==> src/rtl/elastic_pipe_chain.sv <==
// Elastic valid/ready register chain replacing fixed pipeline stage registers.
// Adds per-stage kill, global flush, bubble collapsing and an optional input skid slot.
module elastic_pipe_chain #(
    parameter int WIDTH = 32,
    parameter int DEPTH = 4,
    parameter int SKID  = 1,
    localparam int CW   = $clog2(DEPTH + SKID + 1)
) (
    input  logic             clk,
    input  logic             reset,
    input  logic             in_valid,
    output logic             in_ready,
    input  logic [WIDTH-1:0] in_data,
    output logic             out_valid,
    input  logic             out_ready,
    output logic [WIDTH-1:0] out_data,
    input  logic [DEPTH-1:0] flush,
    input  logic             flush_all,
    output logic [DEPTH-1:0] stage_valid,
    output logic [CW-1:0]    occupancy
);

    // Handshake: a beat transfers on an edge where valid and ready are both high;
    // valid never depends on ready, and a held beat stays put until it transfers.

    logic [DEPTH-1:0] v_q, v_d;
    logic [WIDTH-1:0] d_q [DEPTH];
    logic [WIDTH-1:0] d_d [DEPTH];
    logic             sv_q, sv_d;
    logic [WIDTH-1:0] sd_q, sd_d;
    logic [CW-1:0]    occ_q, occ_d;
    logic [DEPTH-1:0] r;
    logic             src_v;
    logic [WIDTH-1:0] src_d;

    // A stage can load whenever it is empty or everything above it can move.
    always_comb begin
        r = '0;
        r[DEPTH-1] = out_ready | ~v_q[DEPTH-1];
        for (int i = DEPTH - 2; i >= 0; i--) begin
            r[i] = r[i+1] | ~v_q[i];
        end
    end

    always_comb begin
        sv_d = sv_q;
        sd_d = sd_q;
        in_ready = r[0];
        src_v = in_valid;
        src_d = in_data;
        if (SKID != 0) begin
            // The skid beat is always older than in_data, so it feeds stage 0 first.
            in_ready = ~sv_q;
            src_v = sv_q | in_valid;
            src_d = sv_q ? sd_q : in_data;
            if (sv_q) begin
                if (r[0]) begin
                    sv_d = 1'b0;
                end
            end else if (in_valid && !r[0]) begin
                sv_d = 1'b1;
                sd_d = in_data;
            end
        end else begin
            sv_d = 1'b0;
        end

        v_d = v_q;
        d_d = d_q;
        if (r[0]) begin
            v_d[0] = src_v;
            d_d[0] = src_d;
        end else begin
            v_d[0] = v_q[0] & ~flush[0];
        end
        // A killed beat that moves up arrives as a bubble.
        for (int i = 1; i < DEPTH; i++) begin
            if (r[i]) begin
                v_d[i] = v_q[i-1] & ~flush[i-1];
                d_d[i] = d_q[i-1];
            end else begin
                v_d[i] = v_q[i] & ~flush[i];
            end
        end

        if (flush_all) begin
            v_d = '0;
            sv_d = 1'b0;
        end

        occ_d = CW'(sv_d);
        for (int i = 0; i < DEPTH; i++) begin
            occ_d = occ_d + CW'(v_d[i]);
        end
    end

    always_ff @(posedge clk) begin
        if (reset) begin
            v_q   <= '0;
            sv_q  <= 1'b0;
            sd_q  <= '0;
            occ_q <= '0;
            for (int i = 0; i < DEPTH; i++) begin
                d_q[i] <= '0;
            end
        end else begin
            v_q   <= v_d;
            sv_q  <= sv_d;
            sd_q  <= sd_d;
            occ_q <= occ_d;
            for (int i = 0; i < DEPTH; i++) begin
                d_q[i] <= d_d[i];
            end
        end
    end

    assign stage_valid = v_q;
    assign out_valid   = v_q[DEPTH-1];
    assign out_data    = d_q[DEPTH-1];
    assign occupancy   = occ_q;

endmodule

==> config.mk <==
export PLATFORM = sky130hd
export DESIGN_NAME = elastic_pipe_chain
export DESIGN_NICKNAME = d
export VERILOG_FILES = /design/src/rtl/elastic_pipe_chain.sv
export SDC_FILE = /design/constraint.sdc
export NUM_CORES = 1
export LEC_CHECK = 0
export BUFFER_PORTS_ARGS = -buffer_cell sky130_fd_sc_hd__buf_4
export CORE_ASPECT_RATIO = 1.75
export CORE_UTILIZATION = 54
export CTS_BUF_LIST = sky130_fd_sc_hd__clkbuf_4
export CTS_CLUSTER_DIAMETER = 100
export CTS_CLUSTER_SIZE = 12
export DETAILED_ROUTE_END_ITERATION = 12
export HOLD_SLACK_MARGIN = 0.02
export PLACE_DENSITY = 0.78
export SYNTH_ARGS = -nofsm -noshare
export SYNTH_HDL_FRONTEND = slang
export SYNTH_SLANG_ARGS = --single-unit
export TNS_END_PERCENT = 5
==> constraint.sdc <==
create_clock -name clk -period 2.6 [get_ports clk]
set_clock_uncertainty 0.05 [all_clocks]
set_input_delay 0.39 -clock clk [delete_from_list [all_inputs] [get_ports clk]]
set_output_delay 0.39 -clock clk [all_outputs]
set_load 0.02 [all_outputs]
==> impl_metrics.json, run 1 <==
{
  "status": "complete, no violations",
  "antenna_found_initial": 1,
  "global_route.peak_usage_layer": "met2",
  "relSlewSlack_pct": 34.9,
  "drt-initial-drc-count": 302,
  "wl_per_cell_um": 13.4,
  "grt_use_met2_pct": 36.0,
  "worst_slack_ps": 136,
  "worstHoldStart": "in_data[5]",
  "final_layout_size_suffix_gt1_share_pct": 16.8,
  "holdCritPathClass": "primary input to flop",
  "layout_commonest_cell": "nand2_1",
  "slew_viol_final": 0,
  "syn_area_per_cell_um2": 8.50,
  "seq_area_frac_synth_pct": 50.2,
  "avgViaCountPerCell": 5.35,
  "die_area_um2": 12900,
  "synth_cell_types": 30,
  "cp-end-kind": "flop",
  "ctsHtreeMaxLevel": 4,
  "layout_common_cells": "nand2_1, dfxtp_1, a21oi_1",
  "p_per_area_nw_per_um2": 604,
  "synthMuxAreaShare_pct": 5.29,
  "synth_xor_xnor_area_share_pct": 0,
  "drc_errors": 0,
  "worstPathMaxFanout": 4,
  "leakagePower_nw": 2.67,
  "whs_path_depth": 3,
  "wl_um": 13200,
  "synth_top_family_by_area": "simple AND/OR/NAND/NOR gates",
  "start_util_pct": 55.5,
  "crit_path_frequent_cell": "fa_1",
  "reg2reg_from": "stage_valid[1]",
  "crit_path_start_kind": "flop",
  "syn2layout_area_growth_pct": 11.4,
  "fmax_mhz": 406,
  "grtUsageTotal_pct": 20.9,
  "synth_nets": 832,
  "port-buffer-count": 81,
  "synthAdderAreaFrac_pct": 0.785,
  "grtUsageMet1_pct": 25.5,
  "fin_crit_sh_pct": 94.8,
  "cts_tree": "done",
  "crit_chain": "and4b_4 -> and3_1 -> a211oi_2 -> fa_1 -> fa_1 -> ha_1 -> nor2b_1",
  "arrival_ps": 2830,
  "grt_setup_unrepaired": "false",
  "cap_violations": 0,
  "sw_frac_of_total_pct": 23.8,
  "numClockSinks": 168,
  "ctsResizeCount": 0,
  "use_met3_pct": 4.76,
  "cts_buffers": 17,
  "crit_type": "flop to flop",
  "final_net_count": 851,
  "finalSetupTns_ps": 0,
  "max_stage_delay_ps": 440,
  "internal-power_w": 0.00343,
  "ys_warn_count": 0,
  "netlist_area_um2": 6700,
  "overflow": 0,
  "timing.final.crit_period_ps": 2460,
  "die_y_um": 149,
  "seqPwrFrac_pct": 59.5,
  "slowest_stage": "fa_1",
  "hpwl_um": 8710,
  "ant_nets": 0,
  "core-area_um2": 12100,
  "critPathRequiredTime_ps": 2960,
  "cts-root-buf": "clkbuf_4",
  "ios": 82,
  "final-hold-violation-count": 0,
  "path_clk_slew_ps": 130,
  "clock_power_share_pct": 34.7,
  "synth-simple-area-share_pct": 18.7,
  "clk_latency_ps": 540,
  "r2r_cells": 7,
  "rows": 53,
  "pwr-share-comb_pct": 5.8,
  "setup_viol": 0,
  "synth_cells": 788,
  "vias": 5272,
  "p_switching_w": 0.00107,
  "cts_setup_buffers": 0,
  "max-vdd-ir-drop_v": 0.000356,
  "cp-startpoint": "stage_valid[1]",
  "synth_compound_area_share_pct": 16.0,
  "dp_slack_ps": -2.77,
  "cts_buffer_depth": 2,
  "die_x_um": 86.2,
  "drt_pass1_iterations": 5,
  "grt_pass1_vias": 4840,
  "synth-seq-cells": 168,
  "gp_congestion": 0.700,
  "worst-slew-pin-transition_ps": 975,
  "grt_max_degree": 97,
  "grt_pass1_wl_um": 21800
}
## worst max-delay path: cells and delay by family (launching register included)
kind                     cells  cell delay [ps]
AO/OA/AOI/OAI                1              250
AND/OR/NAND/NOR              3              570
flip-flops                   1              390
adder cells (fa/ha/maj)      3             1090
## sequential cells by signal, indices dropped and copies added, names as in the netlist
signal and cells:
out_data 32, d_q 96, stage_valid 4, sv_q 1
occupancy 3, sd_q 32
## through the flow
step | hold WS (ps) | power, W | area (um2) | std cells | utilization [%]
floorplan | 382 | 0.00288 | 6700 | 788 | -
finish | 63.8 | 0.00450 | 7460 | 985 | 61.8
global placement | 391 | 0.00297 | 7060 | 944 | 58.5
global route | 17.5 | 0.00468 | 7460 | 985 | 61.8
detailed placement | 394 | 0.00298 | 7060 | 944 | 58.5
CTS | 22.7 | 0.00452 | 7390 | 977 | 61.2
## layer usage
metal	part of all wire, %	wire length, um
met1	44	5880
met2	50	6630
met3	4.1	547
met4	1.2	159
met5	0	0
## synth_stat cells
master | count | area share, %
and3_1 | 1 | 0.094
nor2b_1 | 5 | 0.47
mux2_2 | 3 | 0.50
nor4_1 | 1 | 0.094
inv_1 | 2 | 0.11
clkbuf_1 | 39 | 2.2
o21ai_0 | 30 | 2.2
ha_1 | 1 | 0.19
buf_1 | 1 | 0.056
and3b_1 | 1 | 0.13
nand2b_1 | 4 | 0.37
dfxtp_1 | 168 | 50
nor3_1 | 36 | 2.7
buf_2 | 21 | 1.6
a21oi_1 | 128 | 9.6
a2111oi_2 | 1 | 0.22
nand2_1 | 192 | 11
a211oi_1 | 32 | 3.6
nor2_1 | 4 | 0.22
nand4b_2 | 1 | 0.22
nand4_1 | 32 | 3.0
and4b_4 | 1 | 0.21
nand2_4 | 1 | 0.17
a211oi_2 | 1 | 0.19
fa_1 | 2 | 0.60
buf_6 | 4 | 0.67
nand3b_1 | 2 | 0.22
mux2i_1 | 32 | 4.8
o21ai_1 | 2 | 0.15
buf_4 | 40 | 4.5
## final cells by class
class                           count  area [um2]
Fill cell                        1113        4610
Sequential cell                   168        3370
Multi-Input combinational cell    513        2740
Timing Repair Buffer              105         836
Tap cell                          165         206
Clock inverter                     14         174
Clock buffer                       17         128
Inverter                            2        7.51
Antenna cell                        1        2.50
## power by group through the flow
stage	logic (W)	clock network [W]	registers, W
final	0.000261	0.00156	0.00268
after global routing	0.000286	0.00170	0.00269
after CTS	0.000251	0.00159	0.00268
after detailed placement	0.000247	0	0.00274
after global placement	0.000240	0	0.00273
after floorplan	0.000155	0	0.00273
## path summary, 6_finish.rpt
kind | end | slack [ps]
setup / recovery | occupancy[1] | 140
hold / removal | sd_q[5] | 60
setup reg to reg | occupancy[1] | 140
hold reg to reg | out_data[13] | 400
## cells by family (layout without fill, tap and decap cells)
family | Yosys count | count (layout)
other cells | 0 | 1
mux | 35 | 35
compound gates | 194 | 194
simple gates | 281 | 281
buf+inv | 107 | 138
flops | 168 | 168
fa+ha+maj | 3 | 3
## what timing repair did
item / in CTS / in global routing
endpoints found under the hold margin: 6 / 7
endpoints found under the setup margin: 0 / 0
hold buffers: 2 / 7
Power figures use the tool's default switching activity.
==> inputs of run 2 (changes only) <==
==> config.mk (replaced) <==
export PLATFORM = sky130hd
export DESIGN_NAME = elastic_pipe_chain
export DESIGN_NICKNAME = d
export VERILOG_FILES = /design/src/rtl/elastic_pipe_chain.sv
export SDC_FILE = /design/constraint.sdc
export NUM_CORES = 1
export LEC_CHECK = 0
export CORE_ASPECT_RATIO = 1.75
export CORE_UTILIZATION = 55
export CTS_BUF_LIST = sky130_fd_sc_hd__clkbuf_4
export CTS_CLUSTER_DIAMETER = 100
export CTS_CLUSTER_SIZE = 12
export DETAILED_ROUTE_END_ITERATION = 12
export DONT_BUFFER_PORTS = 1
export HOLD_SLACK_MARGIN = 0.02
export PLACE_DENSITY = 0.73
export SLEW_MARGIN = 0
export SYNTH_ARGS = -nofsm -noshare
export SYNTH_HDL_FRONTEND = slang
export SYNTH_SLANG_ARGS = --single-unit
export TNS_END_PERCENT = 5
==> impl_metrics.json, run 2 (same netlist as run 1, synthesis figures left out) <==
{
  "status": "complete, no violations",
  "sw_frac_of_total_pct": 22.8,
  "antenna_found_initial": 0,
  "fin_crit_sh_pct": 94.7,
  "reg2reg_to": "occupancy[1]",
  "pwr-share-comb_pct": 4.5,
  "crit_path_start_kind": "flop",
  "final-hold-violation-count": 0,
  "ant_nets": 0,
  "drc_errors": 0,
  "slowest_stage": "fa_1",
  "path_clk_slew_ps": 130,
  "cap_violations": 0,
  "largest_register_ffs": 96,
  "path_buf_inv": 0,
  "grt_setup_unrepaired": "false",
  "ios": 82,
  "die_x_um": 85.4,
  "max-vdd-ir-drop_v": 0.000434,
  "grt_pass1_vias": 5040,
  "overflow": 0,
  "die_y_um": 148,
  "core-area_um2": 11900,
  "wl_um": 14100,
  "gp_congestion": 0.853,
  "crit_type": "flop to flop",
  "syn2layout_area_growth_pct": 10.4,
  "fmax_mhz": 406,
  "die_area_um2": 12600,
  "arrival_ps": 2820,
  "holdCritPathClass": "primary input to flop",
  "cts_tree": "done",
  "critPathTopFamily": "adder cells",
  "grtUsageTotal_pct": 22.8,
  "cts-root-buf": "clkbuf_4",
  "layout_commonest_cell": "nand2_1",
  "clk_latency_ps": 520,
  "cts_buffers": 17,
  "p_switching_w": 0.00101,
  "wl_per_cell_um": 15.1,
  "hpwl_um": 8310,
  "rows": 53,
  "final_layout_size_suffix_gt1_share_pct": 7.76,
  "max_stage_delay_ps": 500,
  "p_per_area_nw_per_um2": 596,
  "start_util_pct": 56.1,
  "setup_viol": 0,
  "timing.final.crit_period_ps": 2460,
  "worstHoldStart": "in_data[25]",
  "avgViaCountPerCell": 5.58,
  "hold_path_end": "d_q[121]",
  "ctsHtreeMaxLevel": 4,
  "slew_viol_final": 0,
  "crit_path_frequent_cell": "fa_1",
  "critPathRequiredTime_ps": 2960,
  "finalSetupTns_ps": 0,
  "final_net_count": 830,
  "ff2ff_setup_slack_ps": 140,
  "ctsResizeCount": 0,
  "grt_pass1_wl_um": 23500,
  "relSlewSlack_pct": 36.2,
  "whs_path_depth": 2,
  "worstPathMaxFanout": 4,
  "clock_power_share_pct": 34.4,
  "grt_max_degree": 125,
  "layout_common_cells": "nand2_1, dfxtp_1, a21oi_1",
  "vias": 5232,
  "p_total_w": 0.00440,
  "internal-power_w": 0.00340,
  "regMostFlops": "d_q",
  "cts_buffer_depth": 2,
  "reg2reg_from": "stage_valid[1]",
  "drt-initial-drc-count": 340,
  "port-buffer-count": 0,
  "crit_chain": "and4b_4 -> and3_1 -> a211oi_2 -> fa_1 -> fa_1 -> ha_1 -> nor2b_1",
  "cp-end-kind": "flop",
  "drt_pass1_iterations": 7,
  "worst-slew-pin-transition_ps": 956,
  "r2r_cells": 7,
  "numClockSinks": 168,
  "leakagePower_nw": 2.60,
  "seqPwrFrac_pct": 61.1
}
==> run 2: cell types whose count changed in the layout (fill, tap and decap cells not counted) <==
cell / before / now
inv_8: 1 / 0
buf_4: 94 / 18
clkinv_2: 1 / 3
dlygate4sd3_1: 9 / 65
buf_16: 0 / 1
buf_12: 2 / 0
inv_6: 2 / 0
clkinvlp_4: 1 / 6
clkinv_4: 4 / 0
clkbuf_4: 17 / 18
==> run 2: layer usage <==
metal / wire, um / global-route usage, % / up-vias / part of all wire (%)
met5: 0 / 0 / - / 0
met4: 172 / 7.83 / 0 / 1.2
met3: 918 / 6.81 / 12 / 6.5
met2: 6590 / 35.8 / 169 / 47
met1: 6430 / 29.7 / 2384 / 46
li1: - / - / 2667 / -
==> run 2: final cells by class <==
type / instances / area, um2
clock buffers: 18 / 135
well taps: 137 / 171
flip-flops and latches: 168 / 3370
fillers: 1034 / 4540
inverters: 2 / 7.51
multi-input cells: 513 / 2740
clock inverters: 14 / 158
diodes: 1 / 2.50
repair buffers: 84 / 813
==> run 2: per-stage QoR <==
stage / util [%] / hold slack, ps / std cells / worst slack (ps) / cell area (um2)
finish: 61.9 / 72.8 / 937 / 138 / 7390
global route: 61.9 / 28.1 / 936 / 49.9 / 7390
CTS: 61.9 / 21.0 / 936 / 142 / 7390
detailed placement: 53.8 / 388 / 838 / 138 / 6420
global placement: 53.8 / 386 / 838 / 164 / 6420
floorplan: - / 382 / 788 / 4.97 / 6700
==> run 2: how the worst max path moves through the flow <==
stage                              start      endpoint  slack [ps]  depth (start not counted)
after floorplan           stage_valid[1]  occupancy[1]           5                          8
after global placement         out_ready  occupancy[1]         160                          7
after detailed placement       out_ready  occupancy[1]         140                          7
after CTS                 stage_valid[1]  occupancy[1]         140                          7
after global routing      stage_valid[0]      d_q[109]          50                          5
final                     stage_valid[1]  occupancy[1]         140                          7
==> run 2: power groups by stage <==
stage,Clock (W),Sequential [W],Combinational (W)
final,0.00151,0.00269,0.000199
after global routing,0.00167,0.00270,0.000220
after CTS,0.00156,0.00269,0.000195
after global placement,0,0.00275,0.000115
after detailed placement,0,0.00275,0.000120
after floorplan,0,0.00273,0.000155
==> run 2: repair_timing <==
| action | in CTS | in global routing |
|---|---|---|
| endpoints found under the hold margin | 168 | 0 |
| hold buffers | 66 | 0 |
| buffers inserted | 0 | 0 |
==> inputs of run 3 (changes only) <==
--- a/config.mk
+++ b/config.mk
@@ -13,7 +13,7 @@
 export DETAILED_ROUTE_END_ITERATION = 12
 export DONT_BUFFER_PORTS = 1
 export HOLD_SLACK_MARGIN = 0.02
-export PLACE_DENSITY = 0.73
+export PLACE_DENSITY = 0.75
 export SLEW_MARGIN = 0
 export SYNTH_ARGS = -nofsm -noshare
 export SYNTH_HDL_FRONTEND = slang
==> impl_metrics.json, run 3 (same netlist as run 1, synthesis figures left out) <==
{
  "register_area_um2": 3370,
  "crit_chain": "and4b_4 -> and3_1 -> a211oi_2 -> fa_1 -> fa_1 -> ha_1 -> nor2b_1",
  "worstPathMaxFanout": 3,
  "grt_pass1_wl_um": 24200,
  "slowest_stage": "fa_1",
  "worst_slack_ps": 132,
  "fmax_mhz": 405,
  "cap_violations": 0,
  "gp_congestion": 0.765,
  "status": "complete, no violations",
  "final_layout_size_suffix_gt1_share_pct": 7.53,
  "worst-slew-pin-transition_ps": 924,
  "postCtsHoldBufs": 79,
  "grt_max_degree": 126,
  "reg2reg_from": "stage_valid[1]",
  "max-vdd-ir-drop_v": 0.000620,
  "hpwl_um": 8430,
  "timing.final.crit_period_ps": 2470,
  "layout_commonest_cell": "nand2_1",
  "dp_slack_ps": 115,
  "cts-root-buf": "clkbuf_4",
  "relSlewSlack_pct": 38.3,
  "port-buffer-count": 0,
  "regMostFlops": "d_q",
  "ctsHtreeMaxLevel": 4,
  "slew_viol_final": 0,
  "die_x_um": 85.4,
  "path_clk_slew_ps": 130,
  "final_net_count": 841,
  "setup_viol": 0,
  "crit_type": "flop to flop",
  "critPathRequiredTime_ps": 2980,
  "drt_pass1_iterations": 5,
  "critPathTopFamily": "adder cells",
  "antenna_found_initial": 0,
  "syn2layout_area_growth_pct": 12.8,
  "multiInputGateArea_um2": 2740,
  "holdCritPathClass": "primary input to flop",
  "avgViaCountPerCell": 5.65,
  "start_util_pct": 56.1,
  "numClockSinks": 168,
  "cts_buffer_depth": 2,
  "grtUsageTotal_pct": 23.6,
  "overflow": 0,
  "arrival_ps": 2850,
  "cts_tree": "done",
  "p_per_area_nw_per_um2": 608,
  "crit_path_start_kind": "flop",
  "drt-initial-drc-count": 328,
  "hold_path_end": "d_q[120]",
  "drc_errors": 0,
  "wl_per_cell_um": 15.1,
  "worstHoldStart": "in_data[24]",
  "wl_um": 14300,
  "ff2ff_setup_slack_ps": 130,
  "ant_nets": 0,
  "cts_buffers": 17,
  "grt_setup_unrepaired": "false",
  "nFillCells": 1001,
  "largest_register_ffs": 96,
  "finalSetupTns_ps": 0,
  "rows": 53,
  "die_area_um2": 12600,
  "final-hold-violation-count": 0,
  "fin_util_pct": 63.3,
  "cp-end-kind": "flop",
  "path_buf_inv": 0,
  "grt_pass1_vias": 5181,
  "cts_setup_buffers": 0,
  "leakagePower_nw": 2.67,
  "max_stage_delay_ps": 440,
  "ios": 82,
  "core-area_um2": 11900,
  "layout_common_cells": "nand2_1, dfxtp_1, a21oi_1",
  "die_y_um": 148,
  "whs_path_depth": 2,
  "vias": 5354,
  "clk_latency_ps": 560,
  "reg2reg_to": "occupancy[1]",
  "crit_path_frequent_cell": "fa_1",
  "fin_crit_sh_pct": 94.9,
  "r2r_cells": 7,
  "ctsResizeCount": 0
}
[run 3: changes by cell type in the layout (fill, tap and decap cells not counted), moves of 2 or more]
cell	before	now
dlygate4sd3_1	65	79
buf_4	18	15
clkinv_2	3	0
clkinv_4	0	3
clkinv_1	2	0
[run 3: how the worst max path moves through the flow]
| stage | start | endpoint | slack (ps) | cells past startpoint |
|---|---|---|---|---|
| 6_report | stage_valid[1] | occupancy[1] | 130 | 7 |
| 5_1_grt | stage_valid[1] | occupancy[1] | 60 | 7 |
| 4_1_cts | stage_valid[1] | occupancy[1] | 120 | 7 |
| 3_5_place_dp | out_ready | occupancy[1] | 110 | 7 |
| 3_3_place_gp | out_ready | occupancy[1] | 180 | 7 |
| 2_1_floorplan | stage_valid[1] | occupancy[1] | 5 | 8 |
[run 3: final cells by class]
type / instances / share of cell area, %
flip-flops and latches: 168 / 44.6
multi-input cells: 513 / 36.2
repair buffers: 95 / 12.3
clock inverters: 14 / 2.65
well taps: 137 / 2.27
clock buffers: 18 / 1.79
inverters: 2 / 0.0994
diodes: 1 / 0.0331
[run 3: layer usage]
layer	vias up	part of all wire [%]	GRT usage (%)
met5	-	0	0
met4	0	1.9	10.1
met3	30	5.8	6.20
met2	161	48	36.7
met1	2470	44	30.7
li1	2693	-	-
[run 3: worst reg2reg max path, stage by stage, from the launching register on]
cell,delay [ps]
dfxtp_1,370
and4b_4,240
and3_1,210
a211oi_2,250
fa_1,440
fa_1,390
ha_1,270
nor2b_1,130
[run 3: through the flow]
step                      hold WS (ps)  cell area, um2  cells  total power [W]
after floorplan                    382            6700    788          0.00288
after global routing              24.6            7550    947          0.00477
after global placement             386            6400    835          0.00286
after CTS                         20.8            7540    946          0.00462
final                             46.6            7550    948          0.00459
after detailed placement           388            6400    835          0.00287
[run 3: report_power, final]
| group | switching (W) | total, W | internal (W) | leakage (nW) |
|---|---|---|---|---|
| combinational | 0.000109 | 0.000211 | 0.000102 | 1.14 |
| clock | 0.000906 | 0.00168 | 0.000778 | 0.157 |
| sequential | 0.0000495 | 0.00269 | 0.00264 | 1.37 |
